**src/rtl/run_ctrl_pkg.sv**
```systemverilog
// Shared run-controller encodings: FSM states and the reason a run ended.
// No logic of its own; the end-cause helper decodes the registered flags.
package run_ctrl_pkg;

  localparam logic [1:0] IDLE  = 2'd0;
  localparam logic [1:0] RESET = 2'd1;
  localparam logic [1:0] RUN   = 2'd2;
  localparam logic [1:0] DONE  = 2'd3;

  typedef enum logic [1:0] {
    CAUSE_NONE    = 2'd0,
    CAUSE_HALT    = 2'd1,
    CAUSE_STALL   = 2'd2,
    CAUSE_TIMEOUT = 2'd3
  } end_cause_e;

  // A finished run with neither flag set can only have ended on halt.
  function automatic end_cause_e cause_of(input logic dn, input logic to, input logic st);
    if (!dn) return CAUSE_NONE;
    if (st)  return CAUSE_STALL;
    if (to)  return CAUSE_TIMEOUT;
    return CAUSE_HALT;
  endfunction

endpackage

```
**src/rtl/run_ctrl_stall_detect.sv**
```systemverilog
// Self-loop detector: hit flags the commit that repeats the previous PC for the
// STALL_LIMIT-th consecutive time; hit is combinational, state updates next edge, no backpressure.
module stall_detect
  import run_ctrl_pkg::*;
#(
  parameter int PC_W        = 32,
  parameter int CNT_W       = 16,
  parameter int STALL_LIMIT = 4
) (
  input  logic            clk,
  input  logic            rst_n,
  input  logic            clr,
  input  logic            commit,
  input  logic [PC_W-1:0] pc,
  output logic            hit
);

  logic [PC_W-1:0]  prev_pc;
  logic             prev_vld;
  logic [CNT_W-1:0] stall_cnt;
  logic             same;

  assign same = prev_vld && (pc == prev_pc);
  assign hit  = commit && same && (stall_cnt == CNT_W'(STALL_LIMIT - 1));

  always_ff @(posedge clk or negedge rst_n) begin
    if (!rst_n) begin
      prev_pc   <= '0;
      prev_vld  <= 1'b0;
      stall_cnt <= '0;
    end else if (clr) begin
      prev_vld  <= 1'b0;
      stall_cnt <= '0;
    end else if (commit) begin
      stall_cnt <= same ? stall_cnt + 1'b1 : '0;
      prev_pc   <= pc;
      prev_vld  <= 1'b1;
    end
  end

endmodule

```
**src/rtl/run_ctrl.sv**
```systemverilog
// Run controller: holds the CPU in reset for RST_CYCLES, counts cycles/commits, stops on
// halt, self-loop or timeout. All outputs registered (1-cycle); no backpressure, start is level-sampled.
module run_ctrl
  import run_ctrl_pkg::*;
#(
  parameter int RST_CYCLES  = 2,
  parameter int TIMEOUT     = 50,
  parameter int STALL_LIMIT = 4,
  parameter int CNT_W       = 16,
  parameter int PC_W        = 32
) (
  input  logic             CLK,
  input  logic             Rst_n,
  input  logic             start,
  input  logic             commit,
  input  logic [PC_W-1:0]  pc,
  input  logic             halt,
  output logic             cpu_rst,
  output logic             busy,
  output logic             done,
  output logic             timeout,
  output logic             stalled,
  output logic [CNT_W-1:0] cycles,
  output logic [CNT_W-1:0] instret
);

  logic [1:0]       state;
  logic [CNT_W-1:0] rst_cnt;
  logic             launch;
  logic             run_commit;
  logic             hit;

  assign launch     = ((state == IDLE) || (state == DONE)) && start;
  assign run_commit = (state == RUN) && commit;

  stall_detect #(
    .PC_W        (PC_W),
    .CNT_W       (CNT_W),
    .STALL_LIMIT (STALL_LIMIT)
  ) u_stall (
    .clk    (CLK),
    .rst_n  (Rst_n),
    .clr    (launch),
    .commit (run_commit),
    .pc     (pc),
    .hit    (hit)
  );

  always_ff @(posedge CLK or negedge Rst_n) begin
    if (!Rst_n) begin
      state   <= IDLE;
      rst_cnt <= '0;
      cpu_rst <= 1'b1;
      busy    <= 1'b0;
      done    <= 1'b0;
      timeout <= 1'b0;
      stalled <= 1'b0;
      cycles  <= '0;
      instret <= '0;
    end else begin
      case (state)
        IDLE, DONE: begin
          if (start) begin
            state   <= RESET;
            rst_cnt <= '0;
            cpu_rst <= 1'b1;
            busy    <= 1'b1;
            done    <= 1'b0;
            timeout <= 1'b0;
            stalled <= 1'b0;
            cycles  <= '0;
            instret <= '0;
          end
        end
        RESET: begin
          rst_cnt <= rst_cnt + 1'b1;
          if (rst_cnt == CNT_W'(RST_CYCLES - 1)) begin
            state   <= RUN;
            cpu_rst <= 1'b0;
          end
        end
        RUN: begin
          // The exiting cycle is still counted, commit included.
          cycles <= cycles + 1'b1;
          if (commit) instret <= instret + 1'b1;
          if (halt || hit || (cycles == CNT_W'(TIMEOUT - 1))) begin
            state   <= DONE;
            cpu_rst <= 1'b1;
            busy    <= 1'b0;
            done    <= 1'b1;
            stalled <= !halt && hit;
            timeout <= !halt && !hit;
          end
        end
        default: state <= IDLE;
      endcase
    end
  end

endmodule

```
**config.mk**
```make
export PLATFORM = sky130hd
export DESIGN_NAME = run_ctrl
export DESIGN_NICKNAME = d
export VERILOG_FILES = /design/src/rtl/run_ctrl_pkg.sv /design/src/rtl/run_ctrl_stall_detect.sv /design/src/rtl/run_ctrl.sv
export SDC_FILE = /design/constraint.sdc
export NUM_CORES = 1
export LEC_CHECK = 0
export CAP_MARGIN = 20
export CORE_MARGIN = 3
export CORE_UTILIZATION = 50
export CTS_CLUSTER_DIAMETER = 150
export DETAILED_ROUTE_END_ITERATION = 8
export PLACE_DENSITY_LB_ADDON = 0.15
export SYNTH_ARGS = -nofsm -noshare
export SYNTH_HDL_FRONTEND = slang
export SYNTH_HIERARCHICAL = 1
export SYNTH_SLANG_ARGS = --single-unit
```
**constraint.sdc**
```tcl
create_clock -name CLK -period 3.5 [get_ports CLK]
set_input_delay 0.35 -clock CLK [delete_from_list [all_inputs] [get_ports CLK]]
set_output_delay 0.35 -clock CLK [all_outputs]
set_load 0.1 [all_outputs]
```
==> flow_metrics.tcl, run 1 <==
set metrics [dict create \
    clock_skew_ns 0.0155 \
    cts_resized 0 \
    drt-vias-per-instance 5.83 \
    drive_gt1_share_pct 10.4 \
    finalCritPeriodShare_pct 82.4 \
    min_path_type "in -> async" \
    antenna_found_initial 0 \
    grt_max_degree 62 \
    grt_pass1_vias 4299 \
    io_pins 74 \
    syn_to_final_growth_pct 18.6 \
    cts_buffers 9 \
    cts-hold-fix-buffers 0 \
    required_ns 3.75 \
    slew_headroom_pct 33.8 \
    fin_crit_ns 2.88 \
    nets 673 \
    syn_avg_cell_area_sq_um 10.1 \
    tightest_slew_ns 0.990 \
    crit_fanout 8 \
    insertion_delay_ns 0.36 \
    synth-edff-count 0 \
    status "completed" \
    dpl.hpwl_um 8900 \
    grt_overflow 0 \
    drc 0 \
    track_usage_pct 20.1 \
    die_h_um 112 \
    synth_area_sq_um 5600 \
    wl_per_cell_um 15.8 \
    setup_viol 0 \
    p_total_mw 3.88 \
    fillers 964 \
    maxSlewViolCount 0 \
    routed.top_layer "met4" \
    cap_violations 0 \
    fp.dieArea_sq_um 12500 \
    clockRootBuffer "clkbuf_8" \
    p_leak_nw 2.74 \
    io_buffers 73 \
    ys_warn_count 6 \
    rsz0062_at_grt "false" \
    grt_pass1_wl_um 21000 \
    clkTransAtPathRegs_ns 0.11 \
    postSynthCellCount 555 \
    hold_viol_final 0 \
    dieWidth_um 112 \
    synth-seq-area-share_pct 46.5 \
    fmaxAchievable_ghz 0.347 \
    start_util_pct 51.4 \
    clockBufferDepth 2 \
    firstDrtPassIters 4 \
    vias 4504 \
    ir_drop_uv 381 \
    async_flop_share_pct 100 \
    end_kind "flip-flop" \
    fin_setup_tns_ns 0 \
    cts_sinks 104 \
    synth_nets 601 \
    drt-initial-drc-count 253 \
    cts_setup_buffers 0 \
    synth_flop_cell "dfrtp_1" \
    cts_tree "built" \
    worstSetupStartpointType "primary input" \
    cp.arrival_ns 3.13 \
    synth_cell_types 54 \
    powerDensity_nw_per_um2 585 \
    gp_congestion 0.811 \
    htreeDepth 3 \
    crit_type "in -> reg" \
    coreArea_sq_um 10900 \
    synth_seq_cells 104 \
    wl_met3_um 533 \
    rows 38 \
    antennaDiodeCount 0 \
    routed_wl_um 12200 \
    dr_wl_met2_um 6010 \
    drtAntennaViolNets 0 \
    wl_met1_um 5540 \
]
## synth_stat cells (2+ instances only)
library cell,instances,area share (%)
dfrtp_1,103,46
o21ai_0,38,3.4
nand2_1,36,2.4
mux2_2,33,6.6
a21oi_1,32,2.9
nor2_1,28,1.9
xnor2_1,26,4.1
nand3_1,24,2.1
nand4_1,20,2.2
inv_1,19,1.3
xor2_1,16,2.5
clkbuf_1,14,0.94
or3_1,14,1.6
a22o_1,13,2.0
and4_1,12,1.9
nor4_1,12,1.3
and2_1,11,1.2
ha_1,9,2.0
nor2b_1,9,1.0
o31ai_1,9,1.2
or4_1,9,1.2
and3_1,8,0.89
nor3_1,6,0.54
mux2i_1,5,0.89
a31oi_1,4,0.45
nand2b_1,4,0.45
a41o_1,3,0.54
nor3b_1,3,0.40
o22ai_1,3,0.34
buf_6,2,0.40
nand4_2,2,0.45
nor4b_1,2,0.31
o211ai_1,2,0.27
o21a_1,2,0.27
o2bb2ai_1,2,0.31
or2_2,2,0.22
## final timing paths
path	slack, ns	start	depth (start not counted)	to
worst min-delay path	0.06	Rst_n	1	cycles[11]
worst min register to register	0.50	cpu_rst	1	cpu_rst
worst max register to register	0.64	u_stall/prev_pc[11]	9	busy
worst max-delay path	0.62	pc[4]	10	busy
min in group CLK	0.50	cpu_rst	1	cpu_rst
max in group asynchronous	2.59	Rst_n	2	cpu_rst
## metal layers
metal	GRT usage, %	up-vias
li1	-	2188
met1	27.7	2210
met2	33.4	96
met3	3.42	10
met4	4.70	0
met5	0	-
## cell type report
type                    count  area [sq um]  area share (%)
multi-input cells         414          2840            42.8
flip-flops and latches    104          2600            39.2
repair buffers             79           773            11.6
well taps                 140           175            2.64
clock buffers               9           124            1.87
inverters                  19          71.3            1.07
clock inverters             7          52.6           0.791
## cell usage in the layout (no fill, tap or decap), drive strengths merged, types with 4 or more instances in the layout
master	count
ha	9
nor2	28
mux2	34
clkbuf	9
o21ai	38
nor3	6
and3	8
nand2	36
nand4	22
a31oi	4
o31ai	9
nand2b	4
clkdlybuf4s50	72
dfrtp	103
a22o	13
a21oi	32
or3	14
nand3	24
xnor2	26
mux2i	5
nor2b	9
buf	7
and2	11
and4	12
inv	22
xor2	16
nor4	12
or4	10
## critical path, stage by stage
cell and delay [ns]:
clkdlybuf4s50_1 0.50, xnor2_1 0.14, nand4_1 0.18, or4_4 0.59, nor4b_4 0.47, nand2_1 0.11
nor3_1 0.20, or3b_2 0.24, o21ai_0 0.17, o2bb2ai_1 0.16
## power by group
| group | switching, mW | total, mW | internal [mW] |
|---|---|---|---|
| registers | 0.212 | 1.67 | 1.46 |
| clock network | 0.436 | 0.702 | 0.266 |
| logic | 0.894 | 1.51 | 0.616 |
## stage by stage
stage	utilization, %	hold WS (ns)	setup slack (ns)	cell area [sq um]	std cells
after CTS	61.0	0.0724	0.643	6640	772
after floorplan	-	0.0544	0.903	5600	555
after global routing	61.0	0.0953	0.397	6640	772
after global placement	59.4	0.479	0.334	6460	756
after detailed placement	59.4	0.486	0.253	6460	756
final	61.0	0.0566	0.617	6640	772
## registers in the layout, indices dropped and copies added (netlist names), 2 cells and up
register / flops
u_stall/stall_cnt: 16
cycles: 16
rst_cnt: 16
state: 2
u_stall/prev_pc: 32
instret: 16
## logic make-up (layout without fill, tap and decap cells)
| kind of cell | Yosys count | count (layout) | synth area share, % |
|---|---|---|---|
| simple gates | 210 | 210 | 21.7 |
| compound gates | 114 | 114 | 12.6 |
| flops | 104 | 104 | 46.5 |
| xor+xnor | 42 | 42 | 6.57 |
| mux | 39 | 39 | 7.80 |
| buf+inv | 37 | 114 | 2.77 |
| fa+ha+maj | 9 | 9 | 2.01 |
(Power assumes the default switching activity.)
==> run 2, diff against run 1 <==
==> constraint.sdc (replaced) <==
create_clock -name CLK -period 2.4 [get_ports CLK]
set_input_delay 0.24 -clock CLK [delete_from_list [all_inputs] [get_ports CLK]]
set_output_delay 0.24 -clock CLK [all_outputs]
set_load 0.1 [all_outputs]
==> flow_metrics.tcl, run 2 (synthesized netlist as in run 1, its figures left out) <==
set metrics [dict create \
    multi_input_area_sq_um 2890 \
    coreArea_sq_um 10900 \
    io_pins 74 \
    drtAntennaViolNets 0 \
    worstPathBufferInverterCount 0 \
    cp_slowest_cell "or4_4" \
    nets 695 \
    ir_drop_uv 470 \
    r2r_start "u_stall/prev_pc[15]" \
    stdcell_area_sq_um 6840 \
    htreeDepth 3 \
    clock_skew_ns 0.0115 \
    pre_cts_ws_ns -0.481 \
    required_ns 2.67 \
    largest_reg_flops 32 \
    maxSlewViolCount 0 \
    cp-startpoint "u_stall/prev_pc[15]" \
    track_usage_pct 21.3 \
    wl_per_cell_um 16.0 \
    cap_violations 0 \
    min_path_type "in -> async" \
    clockBufferDepth 2 \
    fp.dieArea_sq_um 12500 \
    clockRootBuffer "clkbuf_8" \
    cts_sinks 104 \
    clkTransAtPathRegs_ns 0.10 \
    cts_tree "built" \
    hold_viol_final 0 \
    fillers 892 \
    rows 38 \
    p_total_mw 6.02 \
    tightest_slew_ns 0.511 \
    syn_to_final_growth_pct 22.2 \
    antennaDiodeCount 0 \
    rsz0062_at_grt "true" \
    die_h_um 112 \
    grt_overflow 0 \
    register_area_sq_um 2600 \
    drt-initial-drc-count 303 \
    setup_viol 3 \
    fin_crit_ns 2.43 \
    stdcell_count 794 \
    slew_headroom_pct 65.9 \
    drt-vias-per-instance 5.82 \
    worst_path_largest_cell_delay_ns 0.57 \
    grt_pass1_wl_um 21800 \
    top_register "u_stall/prev_pc" \
    cp.arrival_ns 2.70 \
    start_util_pct 51.4 \
    drive_gt1_share_pct 20.2 \
    firstDrtPassIters 5 \
    grt_max_degree 39 \
    fin_setup_tns_ns -0.0562 \
    drc 0 \
    layout_common_cells "103 x dfrtp_1, 63 x buf_4, 36 x nand2_1, 36 x o21ai_0, 35 x clkdlybuf4s50_1" \
    cts_buffers 9 \
    crit_fanout 8 \
    powerDensity_nw_per_um2 880 \
    final_util_pct 62.8 \
    cpLargestDelayFamily "simple AND/OR/NAND/NOR gates" \
    dieWidth_um 112 \
    antenna_found_initial 0 \
    end_kind "flip-flop" \
    insertion_delay_ns 0.38 \
    r2r_end "state[0]" \
    crit_path_cell_trace "xnor2_2 -> nand4_1 -> or4_4 -> nor4b_4 -> nand2_1 -> nor3_2 -> or3b_4 -> o211ai_1 -> mux2i_1" \
    finalCritPeriodShare_pct 101 \
    placed_area_sq_um 6520 \
    routed_wl_um 12700 \
    placedCellCount 772 \
    grt_pass1_vias 4649 \
    gp_congestion 0.823 \
    mostFrequentLayoutCell "dfrtp_1" \
    p_leak_nw 2.97 \
    worst_hold_slack_ns 0.369 \
    reg2reg_setup_slack_ns -0.03 \
    reg2reg_depth 9 \
    io_buffers 73 \
    worstSetupStartpointType "flip-flop" \
    vias 4618 \
    dpl.hpwl_um 9010 \
    violations "negative setup slack" \
    crit_type "reg -> reg" \
    fmaxAchievable_ghz 0.411 \
    setup_ws_ns -0.0333 \
    status "complete, but fails checks" \
]
[run 2: changes by cell type in the layout (fill, tap and decap cells not counted), sizes merged]
cell           delta
inv               -3
bufinv            +2
buf              +58
clkbuf            +1
clkdlybuf4s50    -37
dlygate4sd3       +1
[run 2: repair_timing]
item,in CTS,in global routing
pin swaps,8,4
buffers inserted,2,3
hold buffers,1,0
resized for setup,2,9
gates cloned,0,0
hold endpoints to repair,35,0
endpoints found under the setup margin,7,17
[run 2: how the worst max path moves through the flow]
stage,depth (start not counted),slack [ns],to
6_report,9,-0.03,state[0]
5_1_grt,10,-0.18,timeout
4_1_cts,9,-0.07,state[0]
3_5_place_dp,10,-0.48,state[0]
3_3_place_gp,10,-0.39,state[0]
2_1_floorplan,10,0.008,state[0]
[run 2: per-layer routing]
layer	vias to the layer above	routed length, um	track usage, %
li1	2229	-	-
met1	2255	5660	27.2
met2	114	6300	35.6
met4	0	286	9.81
met3	20	498	3.42
met5	-	0	0
[run 2: power breakdown]
| part | switching (mW) | internal, mW | leakage (nW) |
|---|---|---|---|
| clock network | 0.612 | 0.611 | 0.112 |
| registers | 0.312 | 2.13 | 1.37 |
| logic | 1.35 | 1.01 | 1.48 |
| total | 2.27 | 3.74 | 2.97 |
[run 2: cell type report]
class                      instances  area share [%]
clock buffer                      10            2.01
clock inverter                     6            1.21
inverter                          19            1.04
multi-input combinational        414            42.3
sequential                       104            38.1
tap                              140            2.56
timing repair buffer             101            12.8
==> run 3, diff against run 2 <==
--- a/config.mk
+++ b/config.mk
@@ -7,8 +7,9 @@
 export LEC_CHECK = 0
 export CAP_MARGIN = 20
 export CORE_MARGIN = 3
-export CORE_UTILIZATION = 50
+export CORE_UTILIZATION = 30
 export CTS_CLUSTER_DIAMETER = 150
+export CTS_CLUSTER_SIZE = 20
 export DETAILED_ROUTE_END_ITERATION = 8
 export PLACE_DENSITY_LB_ADDON = 0.15
 export SYNTH_ARGS = -nofsm -noshare
==> flow_metrics.tcl, run 3 (synthesized netlist as in run 1, its figures left out) <==
set metrics [dict create \
    drtAntennaViolNets 0 \
    setup_ws_ns -0.0527 \
    grt_max_degree 74 \
    clkTransAtPathRegs_ns 0.07 \
    coreArea_sq_um 18100 \
    clockRootBuffer "clkbuf_16" \
    r2r_start "u_stall/prev_pc[15]" \
    required_ns 2.64 \
    dieWidth_um 143 \
    pre_cts_ws_ns -0.542 \
    powerDensity_nw_per_um2 903 \
    nets 693 \
    io_buffers 73 \
    fin_setup_tns_ns -0.152 \
    htreeDepth 3 \
    track_usage_pct 13.9 \
    largest_reg_flops 32 \
    grt_overflow 0 \
    cts_sinks 104 \
    tightest_slew_ns 0.447 \
    crit_fanout 8 \
    worst_hold_slack_ns 0.392 \
    placed_area_sq_um 6640 \
    stdcell_count 881 \
    mostFrequentLayoutCell "dfrtp_1" \
    r2r_end "busy" \
    grt_pass1_wl_um 23100 \
    maxSlewViolCount 0 \
    stdcell_area_sq_um 7010 \
    hold_viol_final 0 \
    crit_type "reg -> reg" \
    antenna_found_initial 0 \
    worst_path_largest_cell_delay_ns 0.57 \
    violations "negative setup slack" \
    end_kind "flip-flop" \
    routed_wl_um 13900 \
    cpLargestDelayFamily "simple AND/OR/NAND/NOR gates" \
    worstPathBufferInverterCount 0 \
    setup_viol 6 \
    cts_buffers 9 \
    placedCellCount 863 \
    crit_cells 9 \
    drive_gt1_share_pct 19.8 \
    layout_common_cells "103 x dfrtp_1, 61 x buf_4, 36 x nand2_1, 36 x o21ai_0, 35 x clkdlybuf4s50_1" \
    rsz0062_at_grt "true" \
    fp.dieArea_sq_um 20300 \
    firstDrtPassIters 4 \
    top_register "u_stall/prev_pc" \
    worstSetupStartpointType "flip-flop" \
    start_util_pct 30.8 \
    slew_headroom_pct 70.2 \
    gp_congestion 0.771 \
    vias 4625 \
    wl_per_cell_um 15.8 \
    dpl.hpwl_um 10000 \
    clockBufferDepth 2 \
    fin_crit_ns 2.45 \
    drc 0 \
    p_leak_nw 2.99 \
    cts_tree "built" \
    wl_met1_um 6410 \
    crit_path_cell_trace "xnor2_1 -> nand4_1 -> or4_4 -> nor4b_4 -> nand2_1 -> nor3_2 -> or3b_4 -> o21ai_1 -> o2bb2ai_1" \
    cp_slowest_cell "or4_4" \
    fmaxAchievable_ghz 0.408 \
    reg2reg_depth 9 \
    clock_skew_ns 0.00664 \
    die_h_um 143 \
    syn_to_final_growth_pct 25.2 \
    grt_pass1_vias 4690 \
    routed.top_layer "met4" \
    finalCritPeriodShare_pct 102 \
    cp.arrival_ns 2.69 \
    drt-vias-per-instance 5.25 \
    cap_violations 0 \
    min_path_type "in -> async" \
    insertion_delay_ns 0.35 \
    status "complete, but fails checks" \
    ir_drop_uv 422 \
    wl_met3_um 416 \
    p_total_mw 6.32 \
    dr_wl_met2_um 6910 \
    final_util_pct 38.6 \
    antennaDiodeCount 0 \
    io_pins 74 \
    rows 49 \
    drt-initial-drc-count 224 \
    reg2reg_setup_slack_ns -0.05 \
]
[run 3: cell types whose count changed in the layout (fill, tap and decap cells not counted), sizes merged]
cell    change
clkbuf      +1
bufinv      -1
buf         -2
[run 3: cell type report]
cell class	count	area [sq um]
Timing Repair Buffer	99	858
Fill cell	1820	11100
Clock inverter	5	56.3
Sequential cell	104	2600
Inverter	19	71.3
Tap cell	229	287
Multi-Input combinational cell	414	2890
Clock buffer	11	243
[run 3: worst max path at each step]
stage	from	to	slack [ns]
3_3_place_gp	pc[4]	state[0]	-0.46
3_5_place_dp	pc[4]	busy	-0.54
6_report	u_stall/prev_pc[15]	busy	-0.05
5_1_grt	u_stall/prev_pc[15]	busy	-0.21
2_1_floorplan	u_stall/prev_pc[11]	state[0]	0.008
4_1_cts	u_stall/prev_pc[18]	busy	-0.11
[run 3: power by group]
group / internal (mW) / total [mW] / switching (mW)
Combinational: 1.01 / 2.36 / 1.35
Sequential: 2.13 / 2.45 / 0.319
Clock: 0.837 / 1.52 / 0.684
[run 3: layer usage]
metal	up-vias	global-route usage, %
met5	-	0
met4	0	4.25
met3	13	3.06
met2	62	23.8
met1	2311	17.5
li1	2239	-
[run 3: repair_timing]
| item | 4_1_cts | 5_1_grt |
|---|---|---|
| pin swaps | 11 | 4 |
| setup endpoints to repair | 7 | 9 |
| resized for setup | 3 | 7 |
| endpoints found under the hold margin | 31 | 0 |
| hold buffers | 1 | 0 |
| buffers inserted | 1 | 0 |
